`config.mk`:
```
export PLATFORM = sky130hd
export DESIGN_NAME = w25q_page_reader
export DESIGN_NICKNAME = d
export VERILOG_FILES = /design/src/rtl/w25q_page_reader.sv
export SDC_FILE = /design/constraint.sdc
export NUM_CORES = 1
export LEC_CHECK = 0
export CELL_PAD_IN_SITES_DETAIL_PLACEMENT = 1
export CELL_PAD_IN_SITES_GLOBAL_PLACEMENT = 1
export CORE_AREA = 2 2 109 111
export DETAILED_ROUTE_END_ITERATION = 16
export DIE_AREA = 0 0 111 113
export PLACE_DENSITY_LB_ADDON = 0.1
export SLEW_MARGIN = 20
export SYNTH_ARGS = -nofsm -noshare
export SYNTH_HDL_FRONTEND = slang
export SYNTH_SLANG_ARGS = --single-unit
```
`constraint.sdc`:
```
create_clock -name sys_clk -period 1.65 [get_ports sys_clk]
set_input_delay 0.33 -clock sys_clk [delete_from_list [all_inputs] [get_ports sys_clk]]
set_output_delay 0.33 -clock sys_clk [all_outputs]
set_load 0.02 [all_outputs]
```
`src/rtl/w25q_page_reader.sv`:
```
// SPI mode-0 read-back engine for W25Q flash: issues READ DATA with a 24-bit
// address, shifts in a page and counts mismatches against the page pattern.
module w25q_page_reader #(
  parameter int          CLK_DIV  = 4,
  parameter int          BYTE_NUM = 256,
  parameter logic [7:0]  READ_CMD = 8'h03
) (
  input  logic        sys_clk,
  input  logic        sys_rst,
  input  logic        start,
  input  logic [23:0] addr,
  output logic [9:0]  exp_idx,
  input  logic [7:0]  exp_data,
  output logic        spi_cs_n,
  output logic        spi_sclk,
  output logic        spi_mosi,
  input  logic        spi_miso,
  output logic [7:0]  rd_data,
  output logic        rd_valid,
  output logic        busy,
  output logic        done,
  output logic [10:0] err_cnt,
  output logic        pass
);

  localparam int              DivW    = (CLK_DIV > 1) ? $clog2(CLK_DIV) : 1;
  localparam logic [DivW-1:0] DivLast = DivW'(CLK_DIV - 1);
  localparam logic [9:0]      LastIdx = 10'(BYTE_NUM - 1);

  typedef enum logic [2:0] {
    IDLE,
    CS_SETUP,
    SHIFT_CA,
    SHIFT_DATA,
    CS_HOLD
  } state_t;

  state_t           r_state;
  state_t           w_nextState;
  logic [DivW-1:0]  r_div;
  logic             r_sclk;
  logic             r_mosi;
  logic             r_csN;
  logic [31:0]      r_caShift;
  logic [4:0]       r_caCnt;
  logic [2:0]       r_bitCnt;
  logic [6:0]       r_shiftIn;
  logic [7:0]       r_rdData;
  logic             r_rdValid;
  logic             r_busy;
  logic             r_done;
  logic [10:0]      r_errCnt;
  logic             r_pass;
  logic [9:0]       r_expIdx;
  logic             r_lastByte;
  logic             w_divEnd;
  logic             w_rise;
  logic             w_fall;

  always_ff @(posedge sys_clk) begin
    if (sys_rst) r_state <= IDLE;
    else         r_state <= w_nextState;
  end

  // SCLK edges happen when the half-period divider wraps during a shift state.
  always_comb begin
    w_nextState = r_state;
    w_divEnd    = (r_div == DivLast);
    w_rise      = 1'b0;
    w_fall      = 1'b0;
    if ((r_state == SHIFT_CA) || (r_state == SHIFT_DATA)) begin
      w_rise = w_divEnd && !r_sclk;
      w_fall = w_divEnd && r_sclk;
    end
    case (r_state)
      IDLE:       if (start) w_nextState = CS_SETUP;
      CS_SETUP:   if (w_divEnd) w_nextState = SHIFT_CA;
      SHIFT_CA:   if (w_fall && (r_caCnt == 5'd31)) w_nextState = SHIFT_DATA;
      SHIFT_DATA: if (w_fall && r_lastByte) w_nextState = CS_HOLD;
      CS_HOLD:    if (w_divEnd) w_nextState = IDLE;
      default:    w_nextState = IDLE;
    endcase
  end

  always_ff @(posedge sys_clk) begin
    if (sys_rst) begin
      r_div      <= '0;
      r_sclk     <= 1'b0;
      r_mosi     <= 1'b0;
      r_csN      <= 1'b1;
      r_caShift  <= '0;
      r_caCnt    <= '0;
      r_bitCnt   <= '0;
      r_shiftIn  <= '0;
      r_rdData   <= '0;
      r_rdValid  <= 1'b0;
      r_busy     <= 1'b0;
      r_done     <= 1'b0;
      r_errCnt   <= '0;
      r_pass     <= 1'b0;
      r_expIdx   <= '0;
      r_lastByte <= 1'b0;
    end else begin
      r_rdValid <= 1'b0;
      r_done    <= 1'b0;
      if ((r_state == IDLE) || w_divEnd) r_div <= '0;
      else                               r_div <= r_div + DivW'(1);
      if (w_rise)      r_sclk <= 1'b1;
      else if (w_fall) r_sclk <= 1'b0;
      // The strobe cycle compares against the pattern byte for the still-current index.
      if (r_rdValid) begin
        r_expIdx <= r_expIdx + 10'd1;
        if (r_rdData != exp_data) r_errCnt <= r_errCnt + 11'd1;
        if (r_expIdx == LastIdx) r_lastByte <= 1'b1;
      end
      case (r_state)
        IDLE: begin
          if (start) begin
            r_busy     <= 1'b1;
            r_csN      <= 1'b0;
            r_mosi     <= READ_CMD[7];
            r_caShift  <= {READ_CMD[6:0], addr, 1'b0};
            r_caCnt    <= '0;
            r_bitCnt   <= '0;
            r_errCnt   <= '0;
            r_pass     <= 1'b0;
            r_expIdx   <= '0;
            r_lastByte <= 1'b0;
          end
        end
        SHIFT_CA: begin
          if (w_fall) begin
            r_mosi    <= r_caShift[31];
            r_caShift <= {r_caShift[30:0], 1'b0};
            r_caCnt   <= r_caCnt + 5'd1;
          end
        end
        SHIFT_DATA: begin
          if (w_rise) begin
            r_shiftIn <= {r_shiftIn[5:0], spi_miso};
            r_bitCnt  <= r_bitCnt + 3'd1;
            if (r_bitCnt == 3'd7) begin
              r_rdData  <= {r_shiftIn, spi_miso};
              r_rdValid <= 1'b1;
            end
          end
        end
        CS_HOLD: begin
          if (w_divEnd) begin
            r_csN  <= 1'b1;
            r_busy <= 1'b0;
            r_done <= 1'b1;
            r_pass <= (r_errCnt == 11'd0);
          end
        end
        default: ;
      endcase
    end
  end

  assign exp_idx  = r_expIdx;
  assign spi_cs_n = r_csN;
  assign spi_sclk = r_sclk;
  assign spi_mosi = r_mosi;
  assign rd_data  = r_rdData;
  assign rd_valid = r_rdValid;
  assign busy     = r_busy;
  assign done     = r_done;
  assign err_cnt  = r_errCnt;
  assign pass     = r_pass;

endmodule

```
After elaboration in Yosys (flattened, before gate mapping)
Cells that the tools add are included.
{ "word_totals": {"elab_cells": 105, "register_bits": 89, "ram_bits": 0, "memories": 0, "output_inout_bits": 36, "latch_bits": 0, "rom_bits": 0, "inputBits": 36} }
{ "classes": {"n_div": 0, "shifts": 0, "n_bitwise": 3, "addsub": 5, "n_mul": 0, "mux": 42, "n_reduce_logical": 22, "n_lt_le_gt_ge": 0, "eq_ne": 16} }
{ "op_table": {"columns": ["op", "n"], "rows": [
  ["32-bit two-way mux", 2],
  ["32-bit one-hot mux with 2 select lines", 1],
  ["11-bit two-way mux", 4],
  ["10-bit two-way mux", 3],
  ["3-bit two-way mux", 7],
  ["1-bit two-way mux", 16],
  ["3-bit one-hot mux with 5 select lines", 1],
  ["3-bit AND reduction", 4],
  ["11-bit by 1-bit adder with 11-bit output, second input constant", 1],
  ["11-bit logical NOT", 1],
  ["10-bit by 1-bit adder with 10-bit output, second input constant", 1],
  ["10-bit by 8-bit == test with 1-bit output, second input constant", 1],
  ["5-bit two-way mux", 2],
  ["2-bit != test, second input constant", 5],
  ["5-bit one-hot mux with 2 select lines", 1],
  ["8-bit != test", 1],
  ["1-bit one-hot mux with 2 select lines", 4],
  ["2-bit nonzero test", 4],
  ["3-bit by 2-bit == test with 1-bit output, second input constant", 2],
  ["3-bit == test, second input constant", 2],
  ["3-bit one-hot mux with 2 select lines", 1],
  ["5-bit by 1-bit adder with 5-bit output, second input constant", 1],
  ["5-bit == test, second input constant", 1],
  ["5-bit AND reduction", 1],
  ["other kinds (13)", 21]
]} }

Logic depth before layout (Yosys ltp)
{ "logic_depth": {"word_depth": 6, "depth_mapped": 8, "ltp_nobuf": 8} }

Worst setup path before layout
Ideal clock, no wire load.
{ "synth_timing": {"path_kind": "register -> register", "from": "register r_caCnt[0]", "to": "register r_state[2]", "arrival_time_ns": 1.527, "path_stages_with_launch": 9, "required_time_ns": 1.522, "n_path_buf": 0, "path_slack_ns": -0.004, "path_cell_list": "dfxtp_1 -> ha_1 -> and3_1 -> ha_1 -> nor2b_1 -> a211oi_1 -> nor2_1 -> a31oi_1 -> nor2_1"} }
{ "synth_between": {"elab_chain_cells": 4} }
{ "synth_rtl": {"columns": ["item", "line", "source"], "rows": [
  ["start, declared", "45", "logic [4:0] r_caCnt;"],
  ["start signal, assigned", "135", "r_caCnt <= r_caCnt + 5'd1;"],
  ["5-bit == test", "78", "SHIFT_CA: if (w_fall && (r_caCnt == 5'd31)) w_nextState = SHIFT_DATA;"],
  ["1-bit logical AND", "78", null],
  ["2-bit by 1-bit != test with 1-bit output (no line)", null, null],
  ["5-bit AND reduction (no line)", null, null],
  ["end signal, assigned", "62", "else r_state <= w_nextState;"],
  ["end, declared", "38", "state_t r_state;"]
]} }
Every way passes these cells.
A chain may end at the register's enable or synchronous reset.

Worst setup path after layout
{ "layout_timing": {"from": "register r_state[0]", "to": "register r_caCnt[3]"} }
{ "layout_between": {"elab_chain_cells": 5} }
{ "layout_rtl": {"columns": ["item", "line", "source"], "rows": [
  ["3-bit by 2-bit == test with 1-bit output, on equally long branches", "71, 116", null],
  ["1-bit logical OR", "71", "if ((r_state == SHIFT_CA) || (r_state == SHIFT_DATA)) begin"],
  ["1-bit two-way mux", "71", null],
  ["2-bit != test (no line)", null, null],
  ["3-bit AND reduction (no line)", null, null]
]} }
Parallel ways exist; a longest one is shown, timed or not.

==> impl_results.rst <==
.. list-table::
   :header-rows: 1

   * - Metric
     - Value
   * - Clock tree from TritonCTS
     - built
   * - Final worst hold slack
     - approximately 0.23 ns
   * - Total of endpoints with negative setup slack in the final report
     - 2
   * - Hold Buf Count CTS
     - 0
   * - Vias per inst
     - about 5.2
   * - Initial antenna violation count
     - 0
   * - Fraction of final layout cells with drive strength greater than 1
     - 23.64%
   * - Violated checks
     - setup timing
   * - Final max-slew violation count
     - 0
   * - Maximum number of pins on one net before global-route repair
     - 39
   * - Drc violations
     - 0
   * - GRT Residual Overflow
     - 0
   * - Top FF cell, synth
     - sky130_fd_sc_hd__dfxtp_1
   * - Vert. Die Dim
     - roughly 110 µm
   * - Total buffers and inverters traversed by the critical path
     - 1
   * - CP Max Fanout
     - 7
   * - Category of the most critical setup path
     - register to register
   * - Worst path setup slack after routing
     - -0.02526 ns
   * - Class of the most critical hold timing path
     - primary input to register
   * - Worst-path cell chain
     - or4b_4, o21ai_4, buf_6, nand4_1, xor2_1, nor2_1
   * - Kind of cell adding the most delay to the critical path
     - simple AND/OR/NAND/NOR gates
   * - Vias in the first global route
     - between 3000 and 4000
   * - DR pass1 iterations
     - 6
   * - Sum of internal, switching and leakage power
     - 4.619 mW
   * - Delay of the slowest critical-path stage
     - approximately 0.56 ns
   * - Area of combinational cells with multiple inputs
     - 2227 µm²
   * - Half-perimeter wire length after placement
     - approximately 7200 µm
   * - Count of warnings emitted by yosys
     - 0
   * - P&R area growth vs syn
     - 41.85%
   * - Setup repair after global routing missed its margin
     - yes
   * - Count of different cell masters after synthesis
     - 49
   * - Timing-limited maximum frequency
     - between 0.5 and 0.6 GHz
   * - Initial drt markers
     - around 120
   * - Non-filler instance count after layout
     - 693
   * - Row count
     - 39
   * - FF/Latch Area
     - approximately 1800 µm²
   * - Number of clock sinks
     - 88
   * - Power density over the cells
     - between 800 and 900 nW/µm²
   * - Antenna diode count
     - 0
   * - CTS Buf Count
     - 9
   * - Cell Area, Placed
     - between 5000 and 6000 µm²
   * - Number of enable-type register cells in the synthesized netlist
     - 0
   * - Clock period minus final worst setup slack
     - approximately 1.7 ns
   * - Clock latency on the worst-skew pair
     - ~0.35 ns
   * - Core area
     - around 11000 µm²
   * - Initial core utilization
     - 35.83%
   * - IO Pins
     - 72
   * - Number of instances in the synthesized netlist
     - 435
   * - Tightest slew margin relative to the limit
     - between 60% and 70%
   * - Global router's overall resource usage
     - around 17%
   * - Max Buffers Root-to-Sink
     - 2
   * - Fin Clk Skew
     - 0.01045 ns
   * - Final Net Count
     - around 590
   * - Cell at the root of the clock tree
     - sky130_fd_sc_hd__clkbuf_16
   * - Placed cell count
     - approximately 660
   * - Chip width
     - ~110 µm
   * - Proportion of register bits with asynchronous set or reset after synthesis
     - 0%
   * - Die Footprint
     - ~13000 µm²
   * - Number of maximum-capacitance constraint violations
     - 0
   * - Slew @ Worst Pin
     - roughly 0.47 ns
   * - Net Count, Synth
     - 479
   * - Critical path capture point type
     - register
   * - Final GP Congestion
     - 0.7236
   * - Slowest CP cell
     - sky130_fd_sc_hd__or4b_4
   * - Sequential element share of the synthesized area
     - a little over two fifths
   * - Run status
     - finished, violations left
   * - CP required
     - 1.89 ns
   * - Cell area after synthesis
     - 4039 µm²
   * - Fin crit share
     - 101.5%
   * - H-tree depth reported by CTS
     - 3
   * - Global-route wire length before repair
     - between 15000 and 20000 µm
   * - Clock transition at the registers of the reported paths
     - about 0.060 ns
   * - Peak ir drop on the vdd network
     - roughly 520 µV
   * - Final Routed Wirelength
     - ~11000 µm
   * - Critical path startpoint category
     - register
   * - Data arrival time of the critical path
     - 1.91 ns
   * - Quantity of I/O buffers inserted on ports
     - between 70 and 80
   * - Fin. Hold Viols
     - 0
   * - Flip-flop and latch count after synthesis
     - just under 90
   * - Cell leakage power
     - between 2 and 2.5 nW
   * - Syn Area/Cell
     - about 9.3 µm²
   * - Post-route cell area
     - 5729 µm²
   * - Routed wirelength normalized by instance count
     - around 16 µm
   * - Routed via count
     - ~3600
   * - Number of filler instances in the final layout
     - roughly 1300
   * - Antenna violation net count after detailed routing
     - 0
==> where the power goes <==
group	internal, mW	switching [mW]
clock network	1.06	0.824
registers	2.19	0.0377
logic	0.268	0.238
==> logic make-up after synthesis <==
| family | Yosys count | share of synthesized area, % |
|---|---|---|
| fa+ha+maj | 8 | 2.478 |
| compound gates | 74 | 14.56 |
| xor+xnor | 22 | 4.771 |
| buf+inv | 30 | 4.430 |
| simple gates | 178 | 21.44 |
| flops | 88 | 43.62 |
| mux | 35 | 8.705 |
==> area by class of cell <==
| class | instances | share of cell area [%] |
|---|---|---|
| inverter | 3 | 0.1965 |
| tap | 143 | 3.123 |
| clock buffer | 13 | 4.368 |
| clock inverter | 3 | 0.3057 |
| sequential | 88 | 30.90 |
| timing repair buffer | 126 | 22.23 |
| multi-input combinational | 317 | 38.87 |
==> Yosys cell counts, types with 3 or more instances <==
cell type / instances / area share [%]
sky130_fd_sc_hd__dfxtp_1: 88 / 44
sky130_fd_sc_hd__nor2_1: 70 / 6.5
sky130_fd_sc_hd__nand2_1: 35 / 3.3
sky130_fd_sc_hd__mux2i_1: 34 / 8.4
sky130_fd_sc_hd__a21oi_1: 30 / 3.7
sky130_fd_sc_hd__a211oi_2: 23 / 7.1
sky130_fd_sc_hd__nand3_1: 21 / 2.6
sky130_fd_sc_hd__nand4_1: 12 / 1.9
sky130_fd_sc_hd__xnor2_1: 12 / 2.6
sky130_fd_sc_hd__clkbuf_1: 10 / 0.93
sky130_fd_sc_hd__xor2_1: 10 / 2.2
sky130_fd_sc_hd__nor3_1: 9 / 1.1
sky130_fd_sc_hd__ha_1: 8 / 2.5
sky130_fd_sc_hd__o21ai_0: 7 / 0.87
sky130_fd_sc_hd__buf_6: 6 / 1.7
sky130_fd_sc_hd__buf_2: 5 / 0.62
sky130_fd_sc_hd__buf_4: 4 / 0.74
sky130_fd_sc_hd__nor4_1: 4 / 0.62
sky130_fd_sc_hd__or3_1: 4 / 0.62
sky130_fd_sc_hd__inv_1: 3 / 0.28
sky130_fd_sc_hd__o211ai_1: 3 / 0.56
==> registers in the layout, summed over array words and instances, names as in the netlist, 2 cells and up <==
signal	cells
err_cnt	11
exp_idx	10
r_bitCnt	3
r_caCnt	5
r_caShift	31
r_div	2
r_shiftIn	7
r_state	3
rd_data	8
==> cells in the final DEF (no fill, tap or decap), types with 6 or more instances in the layout <==
cell                              count
sky130_fd_sc_hd__xnor2_1             12
sky130_fd_sc_hd__buf_12               6
sky130_fd_sc_hd__nand2_1             28
sky130_fd_sc_hd__buf_6                6
sky130_fd_sc_hd__dlygate4sd2_1       34
sky130_fd_sc_hd__clkdlybuf4s50_1     33
sky130_fd_sc_hd__nand2_2              7
sky130_fd_sc_hd__buf_4               38
sky130_fd_sc_hd__clkbuf_16           12
sky130_fd_sc_hd__dfxtp_2              7
sky130_fd_sc_hd__nand4_1             12
sky130_fd_sc_hd__a21oi_1             30
sky130_fd_sc_hd__nand3_1             21
sky130_fd_sc_hd__a211oi_2            23
sky130_fd_sc_hd__nor2_1              67
sky130_fd_sc_hd__mux2i_1             34
sky130_fd_sc_hd__xor2_1              10
sky130_fd_sc_hd__nor3_1               8
sky130_fd_sc_hd__dfxtp_1             81
==> stage by stage <==
stage | setup TNS, ns | worst slack, ns | util, %
4_1_cts | -0.0004294 | -0.0004294 | 49.25
2_1_floorplan | 0 | 0.007364 | -
5_1_grt | -0.9558 | -0.09732 | 50.83
6_report | -0.02535 | -0.02526 | 50.83
3_5_place_dp | -20.53 | -0.4321 | 45.43
3_3_place_gp | -17.85 | -0.3606 | 45.43
==> final timing paths <==
check,to,cells after the start,slack [ns],start
max,r_caCnt[3],6,-0.03,r_state[0]
min,r_bitCnt[0],2,0.23,sys_rst
max reg2reg,r_caCnt[3],6,-0.03,r_state[0]
min reg2reg,r_div[0],1,0.44,r_div[0]
==> metal layers <==
metal	GRT usage [%]	vias up	share of wire [%]
met5	0	-	0
met3	3.321	11	2.7
met1	22.18	1758	47
met2	29.53	48	49
li1	-	1761	-
met4	6.250	0	1.2
==> what timing repair did <==
action                                 in CTS  in global routing
gates cloned                                3                  3
buffers inserted                            6                  5
setup endpoints to repair                  99                 63
gates resized for setup                    50                 33
endpoints found under the hold margin       0                  0
pin swaps                                   7                 20
Power figures use the tool's default switching activity.
